$ cat src/rtl/mux8_rr_scheduler_pkg.sv
// rtl/mux8_rr_scheduler_pkg.sv - shared constants, state type and one-hot helper for the scheduler
package mux8_sched_pkg;

    localparam int N_REQ = 8;
    localparam int SEL_W = 3;
    localparam int CNT_W = 4;

    typedef enum logic {IDLE, BUSY} state_t;

    function automatic logic [N_REQ-1:0] onehot(input logic [SEL_W-1:0] idx);
        logic [N_REQ-1:0] v;
        v      = '0;
        v[idx] = 1'b1;
        return v;
    endfunction

endpackage

$ cat src/rtl/mux8_rr_scheduler_if.sv
// rtl/mux8_rr_scheduler_if.sv - request/grant/data bundle between requesters and the scheduler
interface mux8_rr_scheduler_if;
    import mux8_sched_pkg::*;

    logic [N_REQ-1:0] req;
    logic [N_REQ-1:0] data_in;
    logic [N_REQ-1:0] gnt;
    logic [SEL_W-1:0] sel;
    logic             gnt_valid;
    logic             data_out;

    modport master (output req, output data_in,
                    input gnt, input sel, input gnt_valid, input data_out);
    modport slave  (input req, input data_in,
                    output gnt, output sel, output gnt_valid, output data_out);
endinterface

$ cat src/rtl/mux8_rr_scheduler_rr_pick8.sv
// rtl/mux8_rr_scheduler_rr_pick8.sv - combinational rotating-priority finder over 8 requests
module rr_pick8
    import mux8_sched_pkg::*;
(
    input  logic [N_REQ-1:0] req,
    input  logic [SEL_W-1:0] ptr,
    output logic             found,
    output logic [SEL_W-1:0] idx
);

    logic [SEL_W-1:0] j;

    // Scan from the far end back toward ptr so the closest hit is written last.
    always_comb begin
        found = 1'b0;
        idx   = '0;
        j     = '0;
        for (int k = N_REQ - 1; k >= 0; k--) begin
            j = ptr + SEL_W'(k);
            if (req[j]) begin
                found = 1'b1;
                idx   = j;
            end
        end
    end

endmodule

$ cat src/rtl/mux8_rr_scheduler.sv
// rtl/mux8_rr_scheduler.sv - round-robin scheduler driving the select of a shared 8:1 mux
module mux8_rr_scheduler
    import mux8_sched_pkg::*;
#(
    parameter int MAX_HOLD = 4
) (
    input  logic                 clk,
    input  logic                 rst,
    mux8_rr_scheduler_if.slave   bus
);

    state_t           state;
    logic [SEL_W-1:0] ptr;
    logic [CNT_W-1:0] hold_cnt;
    logic [N_REQ-1:0] gnt;
    logic [SEL_W-1:0] sel;
    logic             gnt_valid;

    logic             release_now;
    logic [SEL_W-1:0] search_ptr;
    logic             found;
    logic [SEL_W-1:0] win;

    assign release_now = (state == BUSY) &&
                         (!bus.req[sel] || hold_cnt == CNT_W'(MAX_HOLD));
    // On release the search must already see the rotated pointer.
    assign search_ptr  = release_now ? sel + 1'b1 : ptr;

    rr_pick8 u_pick (
        .req   (bus.req),
        .ptr   (search_ptr),
        .found (found),
        .idx   (win)
    );

    always_ff @(posedge clk) begin
        if (rst) begin
            state     <= IDLE;
            gnt       <= '0;
            sel       <= '0;
            gnt_valid <= 1'b0;
            ptr       <= '0;
            hold_cnt  <= '0;
        end else begin
            case (state)
                IDLE: begin
                    if (found) begin
                        gnt       <= onehot(win);
                        sel       <= win;
                        gnt_valid <= 1'b1;
                        hold_cnt  <= CNT_W'(1);
                        state     <= BUSY;
                    end
                end
                BUSY: begin
                    if (release_now) begin
                        ptr <= search_ptr;
                        if (found) begin
                            gnt      <= onehot(win);
                            sel      <= win;
                            hold_cnt <= CNT_W'(1);
                        end else begin
                            gnt       <= '0;
                            gnt_valid <= 1'b0;
                            hold_cnt  <= '0;
                            state     <= IDLE;
                        end
                    end else begin
                        hold_cnt <= hold_cnt + 1'b1;
                    end
                end
                default: state <= IDLE;
            endcase
        end
    end

    assign bus.gnt       = gnt;
    assign bus.sel       = sel;
    assign bus.gnt_valid = gnt_valid;
    assign bus.data_out  = gnt_valid ? bus.data_in[sel] : 1'b0;

endmodule

$ cat src/flat_wrapper.sv
// flat-port wrapper written by rule: the top's interface ports become plain ports
module mux8_rr_scheduler_flat import mux8_sched_pkg::*;
#(
    parameter int MAX_HOLD = 4
)
  (clk, rst, bus_req, bus_data_in, bus_gnt, bus_sel, bus_gnt_valid, bus_data_out);
  mux8_rr_scheduler_if bus_i ();
  input  logic clk;
  input  logic rst;
  input wire logic [$bits(bus_i.req)-1:0] bus_req;
  input wire logic [$bits(bus_i.data_in)-1:0] bus_data_in;
  output wire logic [$bits(bus_i.gnt)-1:0] bus_gnt;
  output wire logic [$bits(bus_i.sel)-1:0] bus_sel;
  output wire logic [$bits(bus_i.gnt_valid)-1:0] bus_gnt_valid;
  output wire logic [$bits(bus_i.data_out)-1:0] bus_data_out;
  assign bus_i.req = bus_req;
  assign bus_i.data_in = bus_data_in;
  assign bus_gnt = bus_i.gnt;
  assign bus_sel = bus_i.sel;
  assign bus_gnt_valid = bus_i.gnt_valid;
  assign bus_data_out = bus_i.data_out;
  mux8_rr_scheduler #(.MAX_HOLD(MAX_HOLD)) u_core (.clk(clk), .rst(rst), .bus(bus_i));
endmodule
$ cat config.mk
export PLATFORM = sky130hd
export DESIGN_NAME = mux8_rr_scheduler_flat
export DESIGN_NICKNAME = d
export VERILOG_FILES = /design/src/rtl/mux8_rr_scheduler_pkg.sv /design/src/rtl/mux8_rr_scheduler_if.sv /design/src/rtl/mux8_rr_scheduler_rr_pick8.sv /design/src/rtl/mux8_rr_scheduler.sv /design/src/flat_wrapper.sv
export SDC_FILE = /design/constraint.sdc
export NUM_CORES = 1
export LEC_CHECK = 0
export BUFFER_PORTS_ARGS = -buffer_cell sky130_fd_sc_hd__buf_2
export CAP_MARGIN = 20
export CORE_MARGIN = 1.5
export CORE_UTILIZATION = 35
export DETAILED_ROUTE_END_ITERATION = 10
export GPL_TIMING_DRIVEN = 0
export MAX_ROUTING_LAYER = met4
export PLACE_DENSITY_LB_ADDON = 0.25
export SYNTH_ARGS = -nofsm -noshare
export SYNTH_HDL_FRONTEND = slang
export SYNTH_SLANG_ARGS = --single-unit
$ cat constraint.sdc
create_clock -name clk -period 5.06 [get_ports clk]
set_input_delay 0.759 -clock clk [delete_from_list [all_inputs] [get_ports clk]]
set_output_delay 0.759 -clock clk [all_outputs]
set_load 0.005 [all_outputs]
After elaboration in Yosys (flattened, before gate mapping)
Index checks and enable logic that the tools add are counted.
{"block": "classes", "addsub": 9, "multipliers": 0, "n_div": 0, "order_cmp": 11, "n_eq_ne": 4, "n_shift": 0, "mux": 58, "bitwise": 1, "reduce_logical": 7}
{"op": "< comparator 3 x 4 -> 1 bit (second input constant)", "n": 10}
{"op": "two-way mux 3 bit", "n": 11}
{"op": "binary-select mux 1 bit (select 3 bit)", "n": 10}
{"op": "two-way mux 1 bit", "n": 26}
{"op": "two-way mux 8 bit", "n": 3}
{"op": "case mux 8 bit (2 select lines)", "n": 1}
{"op": "adder 3 bit (second input constant)", "n": 4}
{"op": "two-way mux 4 bit", "n": 2}
{"op": "case mux 4 bit (2 select lines)", "n": 1}
{"op": "adder 3 x 1 -> 3 bit (second input constant)", "n": 2}
{"op": "adder 3 x 2 -> 3 bit (second input constant)", "n": 2}
{"op": "case mux 3 bit (2 select lines)", "n": 1}
{"op": "adder 4 x 1 -> 4 bit (second input constant)", "n": 1}
{"op": "equality test 4 x 3 -> 1 bit (second input constant)", "n": 1}
{"op": "inequality test 2 bit (second input constant)", "n": 2}
{"op": "case mux 1 bit (2 select lines)", "n": 2}
{"op": "AND reduction 2 bit", "n": 2}
{"op": "demux 1 bit (select 3 bit)", "n": 1}
{"op": ">= comparator 3 x 1 -> 1 bit (second input constant)", "n": 1}
{"op": "AND reduction 3 bit", "n": 1}
{"op": "logical AND 1 bit", "n": 2}
{"op": "inequality test 2 x 1 -> 1 bit (second input constant)", "n": 1}
{"op": "zero test 1 bit", "n": 1}
{"op": "logical OR 1 bit", "n": 1}
{"op": "inverter 1 bit", "n": 1}
{"block": "word_totals", "reg_bits": 20, "latchBits": 0, "ram_bits": 0, "romBits": 0, "in_bits": 18, "output_inout_bits": 13, "word_cells": 96, "n_memories": 0}

Longest topological paths before layout
Gate-level depths: netlist (run 1).
{"block": "depth", "ltp_word": 24, "mapped_depth": 21, "mapped_depth_nobuf": 18}

Hierarchy
Synthesis (run 1) repeated with hierarchy kept, for this count alone.
{"block": "unflattened", "hier_cells": 205, "area_unflattened_um2": 1846.8}
{"mod": "mux8_rr_scheduler", "n_inst": 1, "cells_each": 115, "area_each_um2": 1064.8, "seq_area_each_um2": 400.4}
{"mod": "rr_pick8", "n_inst": 1, "cells_each": 90, "area_each_um2": 782.0, "seq_area_each_um2": 0.0}

Worst setup path after synthesis (run 1)
OpenSTA, ideal clock, no wires.
{"block": "synth_timing", "kind": "input to register", "start": "in bus_req[3]", "end": "reg u_core.gnt[3] (netlist: u_core.bus.gnt[3])", "setup_time_ns": 0.092, "t_arrival_ns": 4.785, "required_time_ns": 4.968, "setup_slack_ns": 0.183, "path_stages": 18, "n_path_buf": 2, "cell_sequence": "mux4_2 mux2i_4 o21ai_2 mux2i_4 inv_2 buf_2 ha_1 clkbuf_1 nand2b_1 a21oi_1 a311oi_1 nand3_4 mux2i_1 o41ai_1 o31ai_2 a21oi_2 mux2_1 o32ai_1"}
{"block": "synth_via", "elab_chain_len": 24, "word_cells_on_any_way": 57, "cone_classes": "7 x add/sub; 2 x order compare; 2 x eq/ne; 41 x mux; 5 x reduce/logical"}
{"item": "from (decl)", "line_no": "flat_wrapper.sv:10", "rtl": "input wire logic [$bits(bus_i.req)-1:0] bus_req;"}
{"item": "binary-select mux 1 bit (select 3 bit) (*)", "line_no": "mux8_rr_scheduler.sv:25", "rtl": "(!bus.req[sel] || hold_cnt == CNT_W'(MAX_HOLD));"}
{"item": "two-way mux 1 bit (implied by the code) (*)", "line_no": "mux8_rr_scheduler.sv:25"}
{"item": "zero test 1 bit (*)", "line_no": "mux8_rr_scheduler.sv:25"}
{"item": "logical OR 1 bit (*)", "line_no": "mux8_rr_scheduler.sv:25"}
{"item": "logical AND 1 bit (*)", "line_no": "mux8_rr_scheduler.sv:24", "rtl": "assign release_now = (state == BUSY) &&"}
{"item": "two-way mux 3 bit (*)", "line_no": "mux8_rr_scheduler.sv:27", "rtl": "assign search_ptr = release_now ? sel + 1'b1 : ptr;"}
{"item": "net u_core.search_ptr[1]", "line_no": "mux8_rr_scheduler.sv:20", "rtl": "logic [SEL_W-1:0] search_ptr;"}
{"item": "adder 3 bit", "line_no": "mux8_rr_scheduler_rr_pick8.sv:19", "rtl": "j = ptr + SEL_W'(k);"}
{"item": "[... 2 more ...]"}
{"item": "two-way mux 3 bit (8 in a row)", "line_no": "mux8_rr_scheduler_rr_pick8.sv:20", "rtl": "if (req[j]) begin"}
{"item": "< comparator 3 x 4 -> 1 bit (implied by the code) / >= comparator 3 x 1 -> 1 bit (equally long branches)", "line_no": "mux8_rr_scheduler_pkg.sv:13", "rtl": "v[idx] = 1'b1;"}
{"item": "logical AND 1 bit (implied by the code)", "line_no": "mux8_rr_scheduler_pkg.sv:13"}
{"item": "two-way mux 1 bit (implied by the code)", "line_no": "mux8_rr_scheduler_pkg.sv:13"}
{"item": "demux 1 bit (select 3 bit)"}
{"item": "two-way mux 8 bit", "line_no": "mux8_rr_scheduler.sv:58", "rtl": "if (found) begin"}
{"item": "two-way mux 8 bit", "line_no": "mux8_rr_scheduler.sv:56", "rtl": "if (release_now) begin"}
{"item": "case mux 8 bit (2 select lines)", "line_no": "mux8_rr_scheduler.sv:45", "rtl": "case (state)"}
{"item": "to (signal assigned)", "line_no": "mux8_rr_scheduler.sv:48", "rtl": "gnt <= onehot(win);"}
{"item": "to (signal assigned)", "line_no": "mux8_rr_scheduler.sv:59", "rtl": "gnt <= onehot(win);"}
{"item": "to (decl)", "line_no": "mux8_rr_scheduler.sv:15", "rtl": "logic [N_REQ-1:0] gnt;"}
The timed path passes the listed nets; every way through them passes the cells marked *. The select of a mux whose other input is x is not followed.
A chain may end at the register's enable or synchronous reset.

Final worst setup path (run 1)
{"block": "layout_timing", "start": "in bus_req[3]", "end": "reg u_core.gnt[1] (netlist: u_core.bus.gnt[1])"}
Same word-level chain as after synthesis.

==> results of run 1 <==
[Yosys cell counts (3+ instances only)]
master	number
o21ai_0	6
ha_1	5
clkbuf_1	9
buf_2	6
nand2_1	10
a211o_1	3
a22o_1	3
nand3_1	13
mux2i_1	29
and2_1	6
o21a_1	3
o211ai_1	9
a211oi_1	6
nor2_1	41
a22oi_1	6
a21oi_1	19
mux2_1	3
o32ai_1	8
nor3_1	8
o22ai_1	4
inv_1	13
or2_2	3
dfxtp_1	20
nor4_1	4
mux2_2	5
mux4_2	5
xnor2_1	3
o21ai_1	3
nand2b_1	8
[per-layer routing]
layer  vias to the layer above  global-route usage  wire [um]
met5                         -                   -          0
met4                         0              0.0249         80
met3                         8              0.0279        382
met2                        73               0.324       3250
met1                      1218               0.270       3350
li1                       1228                   -          -
[logic make-up after synthesis]
logic type | Yosys count | share of synthesized area
multiplexers | 44 | 0.223
buffers and inverters | 34 | 0.0639
AO/OA/AOI/OAI | 93 | 0.281
XOR/XNOR | 3 | 0.0109
flip-flops | 20 | 0.166
adder cells (fa/ha/maj) | 5 | 0.0260
AND/OR/NAND/NOR | 108 | 0.229
[power groups by stage]
stage / Combinational [W] / Sequential [W] / Clock [W]
after CTS: 0.00142 / 0.000228 / 0.000126
after floorplan: 0.00108 / 0.000228 / 0
final: 0.00149 / 0.000226 / 0.000123
after global placement: 0.00139 / 0.000229 / 0
after detailed placement: 0.00140 / 0.000231 / 0
after global routing: 0.00162 / 0.000232 / 0.000134
[registers in the layout, indices dropped and copies added, names as in the netlist]
register              flops
u_core.bus.gnt            8
u_core.bus.gnt_valid      1
u_core.bus.sel            3
u_core.hold_cnt           4
u_core.ptr                3
u_core.state              1
[worst max-delay path: stages]
cell,delay [ns]
buf_2,0.15
mux4_2,0.53
mux2i_4,0.20
o21ai_2,0.14
mux2i_4,0.25
inv_2,0.14
clkbuf_4,0.25
ha_4,0.20
nand2b_1,0.13
a21oi_1,0.08
a311oi_2,0.30
nand3_4,0.21
mux2i_1,0.25
o41ai_2,0.39
o31ai_2,0.11
a21oi_2,0.23
mux2_2,0.41
o32ai_1,0.29
[cell type report]
class                      instances  area [sq um]
tap                               80           100
clock buffer                       4          55.1
buffer                            17          92.6
sequential                        20           400
inverter                          16          60.1
timing repair buffer              31           158
fill                             733          3960
multi-input combinational        253          1900
[final timing paths]
check,endpoint,cells past startpoint
setup / recovery,u_core.bus.gnt[1]$_SDFFE_PP0P_,18
hold / removal,u_core.bus.gnt[5]$_SDFFE_PP0P_,2
setup reg to reg,u_core.bus.gnt[1]$_SDFFE_PP0P_,18
hold reg to reg,u_core.bus.gnt[5]$_SDFFE_PP0P_,2
[timing repair]
action | 4_1_cts | 5_1_grt
pin swaps | 0 | 2
resized for setup | 2 | 7
setup endpoints to repair | 14 | 11
setup buffers | 1 | 0
hold buffers | 0 | 0
[metrics by stage]
stage,setup WS (ns),TNS (ns),total power [W],cells,instance area [sq um]
after global routing,-0.0338,-0.0338,0.00198,421,2760
after global placement,-0.570,-6.30,0.00162,417,2660
after floorplan,0.183,0,0.00131,307,2410
after CTS,0.000453,0,0.00178,421,2730
after detailed placement,-0.677,-7.13,0.00163,417,2660
final,0.197,0,0.00184,421,2760
==> impl_metrics.toml, run 1 <==
[synth]
yosys_warnings = 0
synthDistinctLibCells = 64
synth_top_area_frac = 0.166
synth_fp_nets = 330
async_flop_share = 0
synth_edf_count = 0
netlist_area_sq_mm = 0.00241
yosysTopAreaCell = "dfxtp_1"
ys.flop_type = "dfxtp_1"
synth-seq-area-share = 0.166
synth_area_leaders = "dfxtp_1 17%, mux2i_1 12%, nor2_1 6.4%"
syn_area_per_cell_sq_um = 7.84
netlist_instances = 307
ys_ff_latch = 20

[worst_hold_path]
hp-class = "reg -> reg"
min_from = "u_core.bus.gnt[5]$_SDFFE_PP0P_"

[critical_path]
crit_fanout = 10
rrSetupSlack_ns = 0.28
crit_arrival_ns = 5.03
crit_start = "bus_req[3]"
critical_path_class = "in -> reg"
reg2reg_from = "u_core.bus.sel[0]$_SDFFE_PP0P_"
startpoint_type = "input port"
cp.required_ns = 5.22
cp-end-kind = "flip-flop"

[cts]
cts.sinks = 20
htreeDepth = 1
root_buffer = "clkbuf_8"
insertion_delay_ns = 0.26
cts_tree = "yes"
clkTransAtPathRegs_ns = 0.07
numCtsBuffers = 3
clockBufferDepth = 2

[detailed_routing]
drc = 0
routed_wl_mm = 7.07
routedWlPerCell_um = 16.8
drt_iter0_drc = 134
drtAntennaViolNets = 0
viasPerCell = 6.00
vias = 2527
firstDrtPassIters = 4

[layout]
layout.cells.most_common_list = "41 x nor2_1, 35 x buf_2, 29 x mux2i_1"
nets = 365
final_util = 0.411
mostFrequentLayoutCell = "nor2_1"
areaGrowthSynthToFinish_pct = 14.8
diodes = 0
layout-drive-gt1-share = 0.226

[timing]
finalSetupViolCount = 0
maxSlewViolCount = 0
max_freq_mhz = 206
maxSlewHeadroom = 0.307
skew_ns = 0.00651
timing.hold.ws_ns = 0.457
hold_viol = 0
period_share = 0.961
worstMarginPinSlew_ns = 1.03
fin_crit_ns = 4.86

[place]
dp_hpwl_mm = 5.43
gp_congestion = 0.919
port-buffer-count = 30

[power]
pwr-share-seq = 0.123
p_per_area_mw_per_mm2 = 665
power_switching_w = 0.000961
p_clk_frac = 0.067
p_int_w = 0.000877
combPwrFrac = 0.810
p_leak_nw = 1.06
swShare = 0.523
peakVddDrop_mv = 0.186

[grt]
grt_pass1_vias = 2323
grt_max_degree = 12
overflow = 0
antenna_found_initial = 0
grt_pass1_wl_mm = 11.5
grt_usage = 0.199

[job]
cap_violations = 0

[floorplanning]
core_sq_mm = 0.00672
ioPinCount = 31
rows = 30
start_util = 0.358
dieHeight_um = 85.9
fp.dieArea_sq_mm = 0.00738
fp.dieW_um = 85.9

[status]
status = "finished, final reports clean"
Power figures use the tool's default switching activity.
==> inputs of run 2 (changes only) <==
--- a/config.mk
+++ b/config.mk
@@ -5,6 +5,7 @@
 export SDC_FILE = /design/constraint.sdc
 export NUM_CORES = 1
 export LEC_CHECK = 0
+export ABC_AREA = 1
 export BUFFER_PORTS_ARGS = -buffer_cell sky130_fd_sc_hd__buf_2
 export CAP_MARGIN = 20
 export CORE_MARGIN = 1.5
@@ -12,7 +13,7 @@
 export DETAILED_ROUTE_END_ITERATION = 10
 export GPL_TIMING_DRIVEN = 0
 export MAX_ROUTING_LAYER = met4
-export PLACE_DENSITY_LB_ADDON = 0.25
+export PLACE_DENSITY = 0.63
 export SYNTH_ARGS = -nofsm -noshare
 export SYNTH_HDL_FRONTEND = slang
 export SYNTH_SLANG_ARGS = --single-unit
==> run 2 against run 1 <==
First-iteration DRC count down 30%. Global-route usage down 2.1 points. Critical path depth up 4. Synthesized cell count down 7.2%. Flip-flop and latch count unchanged. Via count down 25%. Routed wire length down 37%. Clock skew down 0.0011 ns. Sequential share of layout area up 4.6 points. Non-clock buffer count down 15. Maximum frequency up 44%. Area after synthesis down 25%.
==> impl_metrics.toml, run 2 <==
[synth]
synth_edf_count = 0
synth_common_cells = "73 x nand2_1, 50 x nand3_1, 26 x inv_1"
ys_ff_latch = 20
yosysTopAreaCell = "dfxtp_1"
synthDistinctLibCells = 27
netlist_instances = 285
synth.most_common_cell = "nand2_1"
synth_top_family_by_area = "simple AND/OR/NAND/NOR gates"
async_flop_share = 0
netlist_area_sq_mm = 0.00180
synth_fa_ha_area_frac = 0.0348
ys.flop_type = "dfxtp_1"
synth_fp_nets = 308
synth-compound-area-share = 0.113
synthSimpleGateAreaFrac = 0.520
synth_xor_area_frac = 0.0146
synth_top_area_frac = 0.223
synth_area_leaders = "dfxtp_1 22%, nand2_1 15%, nand3_1 14%"
syn_area_per_cell_sq_um = 6.31
yosys_warnings = 0
synth.area.mux_share = 0
synth-seq-area-share = 0.223

[grt]
grt_usage = 0.178
overflow = 0
grt_util_met1 = 0.239
grt_pass1_vias = 1708
use_met2 = 0.292
gr-usage-met3 = 0.0254
grt_pass1_wl_mm = 7.68
antenna_found_initial = 0
grt_max_degree = 13
busiest_layer = "met2"

[critical_path]
cp-end-kind = "flip-flop"
slowest_stage = "ha_1"
critical_path_class = "in -> reg"
crit_fanout = 8
worstReg2RegEnd = "u_core.bus.gnt[0]$_SDFFE_PP0P_"
cp_num_buf_inv = 4
cp_cell_sequence = "buf_2, inv_1, nand2_1, nand3_1, nand3_2, nand3_4, nand2_4, nand2_4, nand2_4, ha_1, buf_2, inv_1, nand3_1, nand3_2, nand2_1, nor2_2, o21ai_1, nand2_1, nand2_2, a21oi_2, nand3_1, a21oi_1"
crit_arrival_ns = 3.56
rrSetupSlack_ns = 1.78
cp_top_family = "simple AND/OR/NAND/NOR gates"
rr_worst_depth = 21
cpPeakStageDelay_ns = 0.29
reg2reg_from = "u_core.bus.sel[0]$_SDFFE_PP0P_"
startpoint_type = "input port"
cp.required_ns = 5.25

[cts]
clkTransAtPathRegs_ns = 0.08
cts_hold_buffers = 0
postCtsSetupBuffers = 0
insertion_delay_ns = 0.26
clockBufferDepth = 2
numCtsBuffers = 3
root_buffer = "clkbuf_8"
htreeDepth = 1
cts.sinks = 20
cts_tree = "yes"
cts_resized = 0

[floorplanning]
fp.dieW_um = 74.7
core_sq_mm = 0.00485
fp.dieArea_sq_mm = 0.00558
start_util = 0.371
dieHeight_um = 74.7
ioPinCount = 31
rows = 25

[timing]
hold_viol = 0
rsz0062_at_grt = "false"
max_freq_mhz = 297
tns_ns = 0
worstMarginPinSlew_ns = 0.452
fin_crit_ns = 3.37
skew_ns = 0.00544
maxSlewHeadroom = 0.699
maxSlewViolCount = 0
finalSetupViolCount = 0
period_share = 0.666

[detailed_routing]
drtAntennaViolNets = 0
firstDrtPassIters = 4
routedWlPerCell_um = 11.6
routed_wl_mm = 4.47
vias = 1896
drt_iter0_drc = 94
viasPerCell = 4.92
drc = 0

[worst_hold_path]
whs_endpoint = "u_core.bus.gnt[0]$_SDFFE_PP0P_"
min_from = "u_core.bus.gnt[0]$_SDFFE_PP0P_"
hp-class = "reg -> reg"
hold_depth = 2

[layout]
nets = 342
layout.cells.most_common_list = "73 x nand2_1, 50 x nand3_1, 30 x buf_2"
biggestRegsByFlops = "u_core.bus.gnt x8, u_core.hold_cnt x4"
mostFrequentLayoutCell = "nand2_1"
areaGrowthSynthToFinish_pct = 16.7
top_register = "u_core.bus.gnt"
largest_register_ffs = 8
layout-drive-gt1-share = 0.274
diodes = 0

[place]
port-buffer-count = 29
dp_hpwl_mm = 3.51
gp_congestion = 0.875

[status]
status = "finished, final reports clean"

[job]
cap_violations = 0
run 2: area by class of cell:
class / instances / area (sq um)
Multi-Input combinational cell: 223 / 1230
Clock inverter: 1 / 30.0
Clock buffer: 3 / 41.3
Fill cell: 518 / 2750
Buffer: 4 / 23.8
Tap cell: 67 / 83.8
Timing Repair Buffer: 29 / 145
Sequential cell: 20 / 400
Inverter: 38 / 148
run 2: routing by layer:
metal | part of all wire | routed length, um | vias up
met1 | 0.49 | 2170 | 860
met5 | 0 | 0 | -
met2 | 0.48 | 2140 | 33
met3 | 0.030 | 132 | 4
met4 | 0.0040 | 18 | 0
li1 | - | - | 999
run 2: how the worst max path moves through the flow:
stage | start | end | slack, ns | depth (start not counted)
after global routing | bus_req[4] | u_core.bus.gnt[2]$_SDFFE_PP0P_ | 1.41 | 22
final | bus_req[0] | u_core.bus.gnt[0]$_SDFFE_PP0P_ | 1.69 | 22
after CTS | bus_req[4] | u_core.bus.gnt[0]$_SDFFE_PP0P_ | 1.72 | 23
after floorplan | bus_req[7] | u_core.bus.gnt[2]$_SDFFE_PP0P_ | 2.02 | 21
after detailed placement | bus_req[6] | u_core.bus.gnt[0]$_SDFFE_PP0P_ | 1.47 | 22
after global placement | bus_req[4] | u_core.bus.gnt[6]$_SDFFE_PP0P_ | 1.49 | 23
run 2: worst register-to-register path: stages, from the launching register on:
cell,delay [ns]
dfxtp_1,0.40
buf_6,0.17
nand2_1,0.06
nand3_1,0.11
nand3_2,0.11
nand3_4,0.11
nand2_4,0.12
nand2_4,0.13
nand2_4,0.08
ha_1,0.29
buf_2,0.18
inv_1,0.17
nand3_1,0.17
nand3_2,0.14
nand2_1,0.10
nor2_2,0.15
o21ai_1,0.08
nand2_1,0.08
nand2_2,0.06
a21oi_2,0.25
nand3_1,0.12
a21oi_1,0.13
run 2: kinds of logic (layout without fill, tap and decap cells):
kind of cell | after synthesis | after routing
DFF | 20 | 20
buffers and inverters | 42 | 75
adders and majority gates | 5 | 5
AOI/OAI and AO/OA | 37 | 37
and+or+nand+nor | 178 | 178
xor gates and xnor gates | 3 | 3
run 2: stage by stage:
step | hold slack (ns) | std cells | area, sq um | util | setup slack [ns]
2_1_floorplan | 0.439 | 285 | 1800 | - | 2.02
3_3_place_gp | 0.448 | 381 | 2030 | 0.418 | 1.49
3_5_place_dp | 0.452 | 381 | 2030 | 0.418 | 1.47
4_1_cts | 0.464 | 385 | 2100 | 0.433 | 1.72
5_1_grt | 0.489 | 385 | 2100 | 0.433 | 1.41
6_report | 0.465 | 385 | 2100 | 0.433 | 1.69
Power of run 2 is not shown: default switching activity piles up to over one toggle a cycle in this logic, so the estimate is an artifact.
==> inputs of run 3 (changes only) <==
--- a/config.mk
+++ b/config.mk
@@ -5,7 +5,7 @@
 export SDC_FILE = /design/constraint.sdc
 export NUM_CORES = 1
 export LEC_CHECK = 0
-export ABC_AREA = 1
+export ABC_AREA = 0
 export BUFFER_PORTS_ARGS = -buffer_cell sky130_fd_sc_hd__buf_2
 export CAP_MARGIN = 20
 export CORE_MARGIN = 1.5
@@ -13,7 +13,7 @@
 export DETAILED_ROUTE_END_ITERATION = 10
 export GPL_TIMING_DRIVEN = 0
 export MAX_ROUTING_LAYER = met4
-export PLACE_DENSITY = 0.63
+export PLACE_DENSITY = 0.62
 export SYNTH_ARGS = -nofsm -noshare
 export SYNTH_HDL_FRONTEND = slang
 export SYNTH_SLANG_ARGS = --single-unit
==> constraint.sdc (replaced) <==
create_clock -name clk -period 2.8 [get_ports clk]
set_input_delay 0.42 -clock clk [delete_from_list [all_inputs] [get_ports clk]]
set_output_delay 0.42 -clock clk [all_outputs]
set_load 0.005 [all_outputs]
==> run 3 against run 2 <==
The run now ends with setup timing left. Final cell count grew 17%. Design area increased by 60%. Flip-flop and latch count stayed put. Setup slack got worse by 3.2 ns. Critical path depth decreased by 2. Via count grew 43%. Critical path type is now reg -> reg. Highest routed layer unchanged.
==> impl_metrics.toml, run 3 (synthesis results as in run 1) <==
[timing]
hold_viol = 0
finalSetupViolCount = 17
period_share = 1.55
fin_crit_ns = 4.33
skew_ns = 0.00113
worstMarginPinSlew_ns = 1.06
maxSlewHeadroom = 0.286
max_freq_mhz = 231
fin_ws_ns = -1.53
maxSlewViolCount = 0
rsz0062_at_grt = "true"

[layout]
areaGrowthSynthToFinish_pct = 39.7
nets = 396
layout-drive-gt1-share = 0.395
stdcell_count = 452
final_area_sq_mm = 0.00336
largest_register_ffs = 8
diodes = 0
biggestRegsByFlops = "u_core.bus.gnt x8, u_core.hold_cnt x4"
layout.cells.most_common_list = "36 x nor2_1, 34 x buf_2, 25 x mux2i_1"
final_util = 0.501
mostFrequentLayoutCell = "nor2_1"
top_register = "u_core.bus.gnt"

[power]
p_per_area_mw_per_mm2 = 1300
peakVddDrop_mv = 0.490
p_leak_nw = 1.29

[status]
status = "finished with violations"
violations = "setup timing"

[cts]
clockBufferDepth = 2
numCtsBuffers = 3
cts_tree = "yes"
cts_hold_buffers = 0
insertion_delay_ns = 0.26
htreeDepth = 1
cts.sinks = 20
root_buffer = "clkbuf_8"
clkTransAtPathRegs_ns = 0.08

[critical_path]
cpPeakStageDelay_ns = 0.54
endpoint = "u_core.bus.gnt[4]$_SDFFE_PP0P_"
path_depth = 20
critical_path_class = "reg -> reg"
crit_top_cell = "buf_6"
startpoint_type = "flip-flop"
cp_num_buf_inv = 6
reg2reg_from = "u_core.bus.sel[0]$_SDFFE_PP0P_"
rrSetupSlack_ns = -1.53
cp-end-kind = "flip-flop"
crit_fanout = 6
rr_worst_depth = 20
crit_arrival_ns = 4.50
crit_start = "u_core.bus.sel[0]$_SDFFE_PP0P_"
cp_cell_sequence = "buf_6, mux4_2, mux2i_4, o21ai_4, mux2i_4, inv_4, buf_8, ha_4, buf_6, nor4_4, a311oi_2, nand3_4, buf_6, buf_4, mux2_2, o31a_1, o221ai_2, a21oi_2, nand2b_4, o32ai_1"
slowest_stage = "mux4_2"
cp.required_ns = 2.97
cp_top_family = "compound AO/OA/AOI/OAI gates"
worstReg2RegEnd = "u_core.bus.gnt[4]$_SDFFE_PP0P_"

[floorplanning]
fp.dieW_um = 85.9
rows = 30
ioPinCount = 31
core_sq_mm = 0.00672
start_util = 0.358
dieHeight_um = 85.9
fp.dieArea_sq_mm = 0.00738

[detailed_routing]
firstDrtPassIters = 4
routed_wl_mm = 7.73
vias = 2706
drc = 0
routedWlPerCell_um = 17.1
drtAntennaViolNets = 0
drt_iter0_drc = 190
viasPerCell = 5.99

[grt]
grt_pass1_vias = 2509
antenna_found_initial = 0
grt_usage = 0.210
grt_max_degree = 12
overflow = 0
grt_pass1_wl_mm = 12.1

[place]
port-buffer-count = 30
dp_hpwl_mm = 5.46
dp.cells = 417
place_area_sq_mm = 0.00279
gp_congestion = 0.934

[worst_hold_path]
hp-class = "in -> reg"

[job]
cap_violations = 0
[run 3: changes by cell type in the layout (fill, tap and decap cells not counted), sizes merged, moves of 9 or more]
| cell | delta |
|---|---|
| inv | -23 |
| nor2 | +23 |
| o211ai | +9 |
| nand2 | -82 |
| nand3 | -50 |
| mux2i | +31 |
| buf | +39 |
[run 3: metrics by stage]
| stage | worst slack, ns | setup TNS (ns) | total power, W | hold WS, ns |
|---|---|---|---|---|
| floorplan | -1.43 | -21.09 | 0.00259 | 0.449 |
| global placement | -2.02 | -31.55 | 0.00316 | 0.445 |
| detailed placement | -2.04 | -31.86 | 0.00318 | 0.449 |
| CTS | -1.52 | -24.04 | 0.00402 | 0.389 |
| global route | -1.72 | -27.85 | 0.00467 | 0.419 |
| finish | -1.53 | -24.29 | 0.00438 | 0.415 |
[run 3: worst min path at each step]
stage	cells after the start	endpoint	from	slack [ns]
detailed placement	2	u_core.bus.gnt[4]$_SDFFE_PP0P_	u_core.bus.gnt[4]$_SDFFE_PP0P_	0.45
floorplan	2	u_core.bus.gnt[2]$_SDFFE_PP0P_	u_core.bus.gnt[2]$_SDFFE_PP0P_	0.45
CTS	2	u_core.bus.sel[2]$_SDFFE_PP0P_	rst	0.39
finish	2	u_core.bus.sel[2]$_SDFFE_PP0P_	rst	0.41
global route	2	u_core.bus.sel[2]$_SDFFE_PP0P_	rst	0.42
global placement	2	u_core.bus.gnt[6]$_SDFFE_PP0P_	u_core.bus.gnt[6]$_SDFFE_PP0P_	0.45
[run 3: layout make-up]
type	count	area, sq um
Timing Repair Buffer	62	433
Sequential cell	20	402
Buffer	16	106
Fill cell	642	3360
Clock buffer	4	55.1
Multi-Input combinational cell	254	2200
Tap cell	80	100
Inverter	16	63.8
[run 3: report_power, final]
part	leakage [nW]	internal (W)	switching, W	total, W
Sequential	0.164	0.000358	0.0000549	0.000413
Combinational	1.10	0.00174	0.00199	0.00374
Clock	0.0288	0.000125	0.0000991	0.000224
Total	1.29	0.00223	0.00215	0.00438
[run 3: metal layers]
metal	GRT usage	up-vias	routed length (um)
li1	-	1301	-
met1	0.263	1279	3470
met2	0.349	108	3620
met3	0.0356	18	445
met4	0.0587	0	196
met5	-	-	0
[run 3: timing repair]
action | CTS | global route
setup buffers | 24 | 8
setup endpoints to repair | 17 | 17
pin swaps | 20 | 24
resized for setup | 32 | 24
gates cloned | 0 | 1
